## config.mk

```make
export PLATFORM = sky130hd
export DESIGN_NAME = fetch_unit
export DESIGN_NICKNAME = d
export VERILOG_FILES = /design/src/rtl/fetch_unit.sv
export SDC_FILE = /design/constraint.sdc
export NUM_CORES = 1
export LEC_CHECK = 0
export CAP_MARGIN = 20
export CORE_MARGIN = 2
export CORE_UTILIZATION = 38
export DETAILED_ROUTE_END_ITERATION = 8
export HOLD_SLACK_MARGIN = 0.05
export MAX_ROUTING_LAYER = met4
export PLACE_DENSITY = 0.66
export SETUP_SLACK_MARGIN = 0.3
export SLEW_MARGIN = 10
export SYNTH_ARGS = -nofsm -noshare
export SYNTH_HDL_FRONTEND = slang
export SYNTH_SLANG_ARGS = --single-unit
```

## constraint.sdc

```tcl
create_clock -name clk -period 10.6 [get_ports clk]
set_input_delay 2.12 -clock clk [delete_from_list [all_inputs] [get_ports clk]]
set_output_delay 2.12 -clock clk [all_outputs]
set_load 0.02 [all_outputs]
```

## src/rtl/fetch_unit.sv

```systemverilog
// rtl/fetch_unit.sv - instruction fetch unit with request FSM and instruction FIFO
//
// Purpose:
//   Issues word-aligned fetches to instruction memory (one outstanding at a
//   time), buffers returned words with their fetch address in a small FIFO and
//   presents the head entry to the core. Redirects flush the buffer and drop
//   any in-flight response.
//
// Optional feature (macro FETCH_BYPASS_EN):
//   When defined, a response arriving while the buffer is empty is presented
//   on the instruction outputs in the same cycle; if the core takes it that
//   cycle it is never written into the buffer. When undefined, all
//   instruction outputs come from registered buffer state.
//
// Ports:
//   clk               rising-edge clock
//   reset             synchronous active-high reset
//   redirect_valid    fetch from redirect_target (branch / JAL / JALR)
//   redirect_target   new fetch address, bits [1:0] ignored
//   instruction_ready core consumes the head instruction this cycle
//   instruction_valid head entry valid
//   instruction       head instruction word
//   instruction_pc    address the head instruction was fetched from
//   imem_request      fetch request outstanding
//   imem_address      word-aligned fetch address, stable until imem_ack
//   imem_ack          memory returns imem_data for the outstanding request
//   imem_data         fetched word, valid with imem_ack

module fetch_unit #(
    parameter logic [31:0] RESET_VECTOR = 32'h0000_0000,
    parameter int          BUFFER_DEPTH = 2
) (
    input  logic        clk,
    input  logic        reset,
    input  logic        redirect_valid,
    input  logic [31:0] redirect_target,
    input  logic        instruction_ready,
    output logic        instruction_valid,
    output logic [31:0] instruction,
    output logic [31:0] instruction_pc,
    output logic        imem_request,
    output logic [31:0] imem_address,
    input  logic        imem_ack,
    input  logic [31:0] imem_data
);

    localparam int PTR_W = $clog2(BUFFER_DEPTH);
    localparam int CNT_W = PTR_W + 1;
    localparam logic [CNT_W-1:0] DEPTH_C = CNT_W'(BUFFER_DEPTH);

    typedef enum logic [1:0] {
        ST_IDLE    = 2'd0,
        ST_WAIT    = 2'd1,
        ST_DISCARD = 2'd2
    } state_t;

    state_t             state_q, state_d;
    logic [31:0]        fetch_pc_q, fetch_pc_d;
    logic [31:0]        addr_q, addr_d;
    logic [PTR_W-1:0]   rd_ptr_q, rd_ptr_d;
    logic [PTR_W-1:0]   wr_ptr_q, wr_ptr_d;
    logic [CNT_W-1:0]   count_q, count_d;
    logic [31:0]        buf_instr_q [BUFFER_DEPTH];
    logic [31:0]        buf_instr_d [BUFFER_DEPTH];
    logic [31:0]        buf_pc_q    [BUFFER_DEPTH];
    logic [31:0]        buf_pc_d    [BUFFER_DEPTH];

    logic               buf_valid;
    logic [31:0]        head_instr;
    logic [31:0]        head_pc;
    logic               ack_in_wait;
    logic               bypass;
    logic               pop;
    logic               buf_pop;
    logic               push;
    logic [CNT_W-1:0]   count_after;
    logic [31:0]        target_aligned;
    logic [31:0]        next_pc;

    assign target_aligned = redirect_target & 32'hFFFF_FFFC;
    assign next_pc        = fetch_pc_q + 32'd4;

    // Head of buffer; forced to zero when empty so stale entries never leak out.
    assign buf_valid  = (count_q != '0);
    assign head_instr = buf_valid ? buf_instr_q[rd_ptr_q] : 32'h0;
    assign head_pc    = buf_valid ? buf_pc_q[rd_ptr_q]    : 32'h0;

    // A response only counts when it belongs to a live (non-discarded) request.
    assign ack_in_wait = (state_q == ST_WAIT) && imem_ack && !reset;

`ifdef FETCH_BYPASS_EN
    assign bypass = ack_in_wait && !redirect_valid && !buf_valid;
`else
    assign bypass = 1'b0;
`endif

    assign instruction_valid = buf_valid | bypass;
    assign instruction       = bypass ? imem_data  : head_instr;
    assign instruction_pc    = bypass ? fetch_pc_q : head_pc;

    assign imem_request = (state_q == ST_WAIT) || (state_q == ST_DISCARD);
    assign imem_address = addr_q;

    // Redirect overrides any pop. A bypassed word taken by the core is consumed
    // directly and never occupies a buffer slot.
    assign pop     = instruction_valid && instruction_ready && !redirect_valid;
    assign buf_pop = pop && buf_valid;
    assign push    = ack_in_wait && !redirect_valid && !(bypass && instruction_ready);

    assign count_after = count_q + CNT_W'(push) - CNT_W'(buf_pop);

    // Request state machine and fetch address tracking.
    always_comb begin
        state_d    = state_q;
        fetch_pc_d = fetch_pc_q;
        addr_d     = addr_q;
        case (state_q)
            ST_IDLE: begin
                if (redirect_valid) begin
                    fetch_pc_d = target_aligned;
                end else if (count_q < DEPTH_C) begin
                    state_d = ST_WAIT;
                    addr_d  = fetch_pc_q;
                end
            end
            ST_WAIT: begin
                if (redirect_valid) begin
                    fetch_pc_d = target_aligned;
                    state_d    = imem_ack ? ST_IDLE : ST_DISCARD;
                end else if (imem_ack) begin
                    fetch_pc_d = next_pc;
                    // Issue back-to-back only while there is room after this cycle.
                    if (count_after < DEPTH_C) begin
                        addr_d = next_pc;
                    end else begin
                        state_d = ST_IDLE;
                    end
                end
            end
            ST_DISCARD: begin
                // imem_address keeps the old request until its ack drains it.
                if (redirect_valid) begin
                    fetch_pc_d = target_aligned;
                end
                if (imem_ack) begin
                    state_d = ST_IDLE;
                end
            end
            default: begin
                state_d = ST_IDLE;
            end
        endcase
    end

    // Instruction buffer bookkeeping.
    always_comb begin
        buf_instr_d = buf_instr_q;
        buf_pc_d    = buf_pc_q;
        rd_ptr_d    = rd_ptr_q;
        wr_ptr_d    = wr_ptr_q;
        count_d     = count_q;
        if (redirect_valid) begin
            rd_ptr_d = '0;
            wr_ptr_d = '0;
            count_d  = '0;
        end else begin
            if (push) begin
                buf_instr_d[wr_ptr_q] = imem_data;
                buf_pc_d[wr_ptr_q]    = fetch_pc_q;
                wr_ptr_d              = wr_ptr_q + PTR_W'(1);
            end
            if (buf_pop) begin
                rd_ptr_d = rd_ptr_q + PTR_W'(1);
            end
            count_d = count_after;
        end
    end

    always_ff @(posedge clk) begin
        if (reset) begin
            state_q    <= ST_IDLE;
            fetch_pc_q <= RESET_VECTOR;
            addr_q     <= RESET_VECTOR;
            rd_ptr_q   <= '0;
            wr_ptr_q   <= '0;
            count_q    <= '0;
        end else begin
            state_q    <= state_d;
            fetch_pc_q <= fetch_pc_d;
            addr_q     <= addr_d;
            rd_ptr_q   <= rd_ptr_d;
            wr_ptr_q   <= wr_ptr_d;
            count_q    <= count_d;
        end
    end

    // Buffer storage needs no reset: the count gates every read of it.
    always_ff @(posedge clk) begin
        buf_instr_q <= buf_instr_d;
        buf_pc_q    <= buf_pc_d;
    end

endmodule
```

==> flow_summary.ini <==
[yosys]
synth_warnings = 0
synthTopCellsByArea = edfxtp_1 (43%), dfxtp_1 (15%), mux2i_1 (7.8%)
async_flop_share_pct = 0
syn_inst = 782
seq_area_frac_synth_pct = 58.65
synth_top_cell_area_share_pct = 43.29
syn_avg_cell_area_um2 = 11.00
synthDistinctLibCells = 60
synthFlopType = edfxtp_1
yosys.area.top_type = edfxtp_1
synth_edf_count = 124
synth-seq-cells = 190
netlist_area_um2 = 8602

[detailed_routing]
num_vias = 6348
antenna_left = 0
firstDrtPassIters = 5
drt_drc_violations_left = 0
via_per_inst = 5.259
drtIter0Drc = 534
wire_per_inst_um = 17.16
routed_wl_um = 20720

[outcome]
outcome = finished clean

[sta]
final.setup_skew_ns = 0.01205
slew_headroom_pct = 39.62
max_freq_ghz = 0.1890
rsz0062_at_grt = false
slew_viol_final = 0
hold_violations = 0
tightest_slew_ns = 0.9056
post-route-period-util_pct = 49.92
min_period_ns = 5.291
hold_slack_ns = 0.5007
setup_viol = 0
tns_ns = 0

[setup_path]
path_max_fanout = 40
cp-start-kind = primary input
reg2reg_from = count_q[1]$_SDFF_PP0_
slowest_stage = clkdlybuf4s50_1
slowest_delay_ns = 0.67
crit_required_ns = 10.93
worst_setup_path_end_kind = register
timing.rr.end = imem_address[26]$_SDFFE_PP0P_
worst-r2r-cell-count = 14
timing_worst_setup_path_type = in -> reg
path_cells = clkdlybuf4s50_1 > nor2_1 > nand3_1 > ha_1 > inv_1 > ha_1 > xnor3_1 > a21oi_1 > a2111oi_4 > buf_4 > nor2_1 > a311oi_1
critPathArrivalTime_ns = 5.63
r2r_slack_ns = 6.89

[die]
start_util_pct = 38.34
die_area_um2 = 23860
die_w_um = 154.5
core_area_um2 = 22430
std_cell_rows = 55
ios = 167
dieHeight_um = 154.5

[clock_tree]
insertion_delay_ns = 0.44
cts_hold_buf = 0
clock-sinks = 190
clockRootBuffer = clkbuf_16
post_cts_resized = 0
clkTransAtPathRegs_ns = 0.07
post_cts_buffers = 0
h-tree-depth = 4
cts_tree = yes
cts_buffers = 17
cts.path.max_buffers = 2

[worst_hold_path]
holdCritPathClass = reg -> reg
holdCritStartpoint = imem_address[4]$_SDFFE_PP0P_
hold-path-cell-count = 2
holdPathEnd = imem_address[4]$_SDFFE_PP0P_

[power]
p_leak_nw = 3.458
p_per_area_nw_per_um2 = 161.4
power_mw = 1.771
vdd_drop_max_v = 0.00009169

[global_route]
grt_pass1_wl_um = 32410
antenna_found_initial = 1
grt_max_degree = 73
grt.total_usage_pct = 17.94
gr-total-overflow = 0
grt_pass1_vias = 5989

[layout]
multi_input_area_um2 = 3229
final_area_um2 = 10970
fin_nets = 983
layout-drive-gt1-share_pct = 6.298
area_growth_pct = 27.55
seqCellArea_um2 = 5049
fillers = 2022
utilization_pct = 48.91

[placement]
hpwl_um = 13240
gp_congestion = 0.7805
port_buffers = 160
place_area_um2 = 10360

[job]
max_cap_violations = 0
-- cell usage after synthesis, types with 9 or more instances --
| library cell | n |
|---|---|
| o21ai_0 | 21 |
| nand4_1 | 14 |
| a211oi_1 | 29 |
| xor2_1 | 13 |
| nand2_1 | 48 |
| xnor2_1 | 14 |
| a21oi_1 | 17 |
| nor2_1 | 129 |
| nand3_1 | 28 |
| dfxtp_1 | 66 |
| clkbuf_1 | 38 |
| mux2i_1 | 67 |
| nor3_1 | 29 |
| a31oi_1 | 10 |
| inv_1 | 10 |
| buf_4 | 16 |
| or3_1 | 9 |
| edfxtp_1 | 124 |
-- cells in the final DEF (no fill, tap or decap), types with 4 or more instances in the layout --
cell             Yosys  layout
a211oi_1            29      29
a21oi_1             17      17
a22oi_1              8       8
a311oi_1             4       4
a31oi_1             10      10
and3_1               4       4
buf_4               16      12
clkbuf_16            0      17
clkdlybuf4s50_1      0     159
conb_1               1       4
dfxtp_1             66      65
edfxtp_1           124     124
ha_1                 6       6
inv_1               10      10
inv_6                0       5
inv_8                0       4
mux2i_1             67      67
nand2_1             48      48
nand3_1             28      28
nand4_1             14      14
nor2_1             129     126
nor3_1              29      28
nor4_1               8       8
o211ai_1             4       4
o21ai_0             21      21
o31ai_1              6       6
or3_1                9       8
or4_1                5       5
xnor2_1             14      14
xor2_1              13      13
-- worst max-delay path: cells and delay by family --
kind / cells / cell delay (ns)
AOI/OAI and AO/OA: 3 / 0.86
buffers and inverters: 3 / 1.16
adders and majority gates: 2 / 0.56
and+or+nand+nor: 3 / 0.58
xor gates and xnor gates: 1 / 0.33
-- state kept, by name (all words and copies together) (netlist names) --
register / count
buf_instr_q: 64
buf_pc_q: 60
count_q: 2
fetch_pc_q: 30
imem_address: 30
rd_ptr_q: 1
state_q: 2
wr_ptr_q: 1
-- cell type report --
| cell class | instances | share of cell area, % |
|---|---|---|
| flip-flops and latches | 190 | 46.01 |
| multi-input cells | 515 | 29.43 |
| clock inverters | 14 | 1.505 |
| repair buffers | 174 | 15.52 |
| clock buffers | 18 | 3.912 |
| diodes | 1 | 0.02281 |
| well taps | 285 | 3.250 |
| inverters | 10 | 0.3421 |
-- worst max-delay path by stage --
stage	start	end	slack (ns)	depth (start not counted)
after floorplan	redirect_valid	buf_instr_q[0]$_DFFE_PP_	4.88	4
after global placement	redirect_valid	imem_address[28]$_SDFFE_PP0P_	4.39	12
after detailed placement	redirect_valid	imem_address[30]$_SDFFE_PP0P_	4.28	12
after CTS	redirect_valid	imem_address[28]$_SDFFE_PP0P_	4.74	12
after global routing	redirect_valid	imem_address[24]$_SDFFE_PP0P_	5.00	12
final	redirect_valid	imem_address[26]$_SDFFE_PP0P_	5.31	12
-- kinds of logic (layout without fill, tap and decap cells) --
group	after synthesis	count (layout)	synth area share [%]
other	1	5	0.04359
muxes	68	68	7.927
DFF	190	190	58.65
and+or+nand+nor	289	289	15.40
adders and majority gates	6	6	0.8727
AOI/OAI and AO/OA	120	120	9.673
xor gates and xnor gates	28	28	3.011
buffers and inverters	80	216	4.422
-- per-stage QoR --
step / setup WS, ns / cells
after floorplan: 4.885 / 785
after global placement: 4.386 / 1172
after detailed placement: 4.279 / 1172
after CTS: 4.735 / 1204
after global routing: 5.004 / 1207
final: 5.309 / 1207
-- power breakdown --
group | internal, mW | switching, mW
registers | 0.830 | 0.0483
clock network | 0.338 | 0.302
logic | 0.112 | 0.141
total | 1.28 | 0.491
-- routing by layer --
metal	global-route usage, %	wire length [µm]	share of wire (%)	up-vias
li1	-	-	-	3113
met1	23.21	9455	46	3038
met2	28.89	10080	49	179
met3	3.530	956	4.6	18
met4	5.071	227	1.1	0
met5	-	0	0	-
Note: power is estimated with default switching activity, not from simulation.
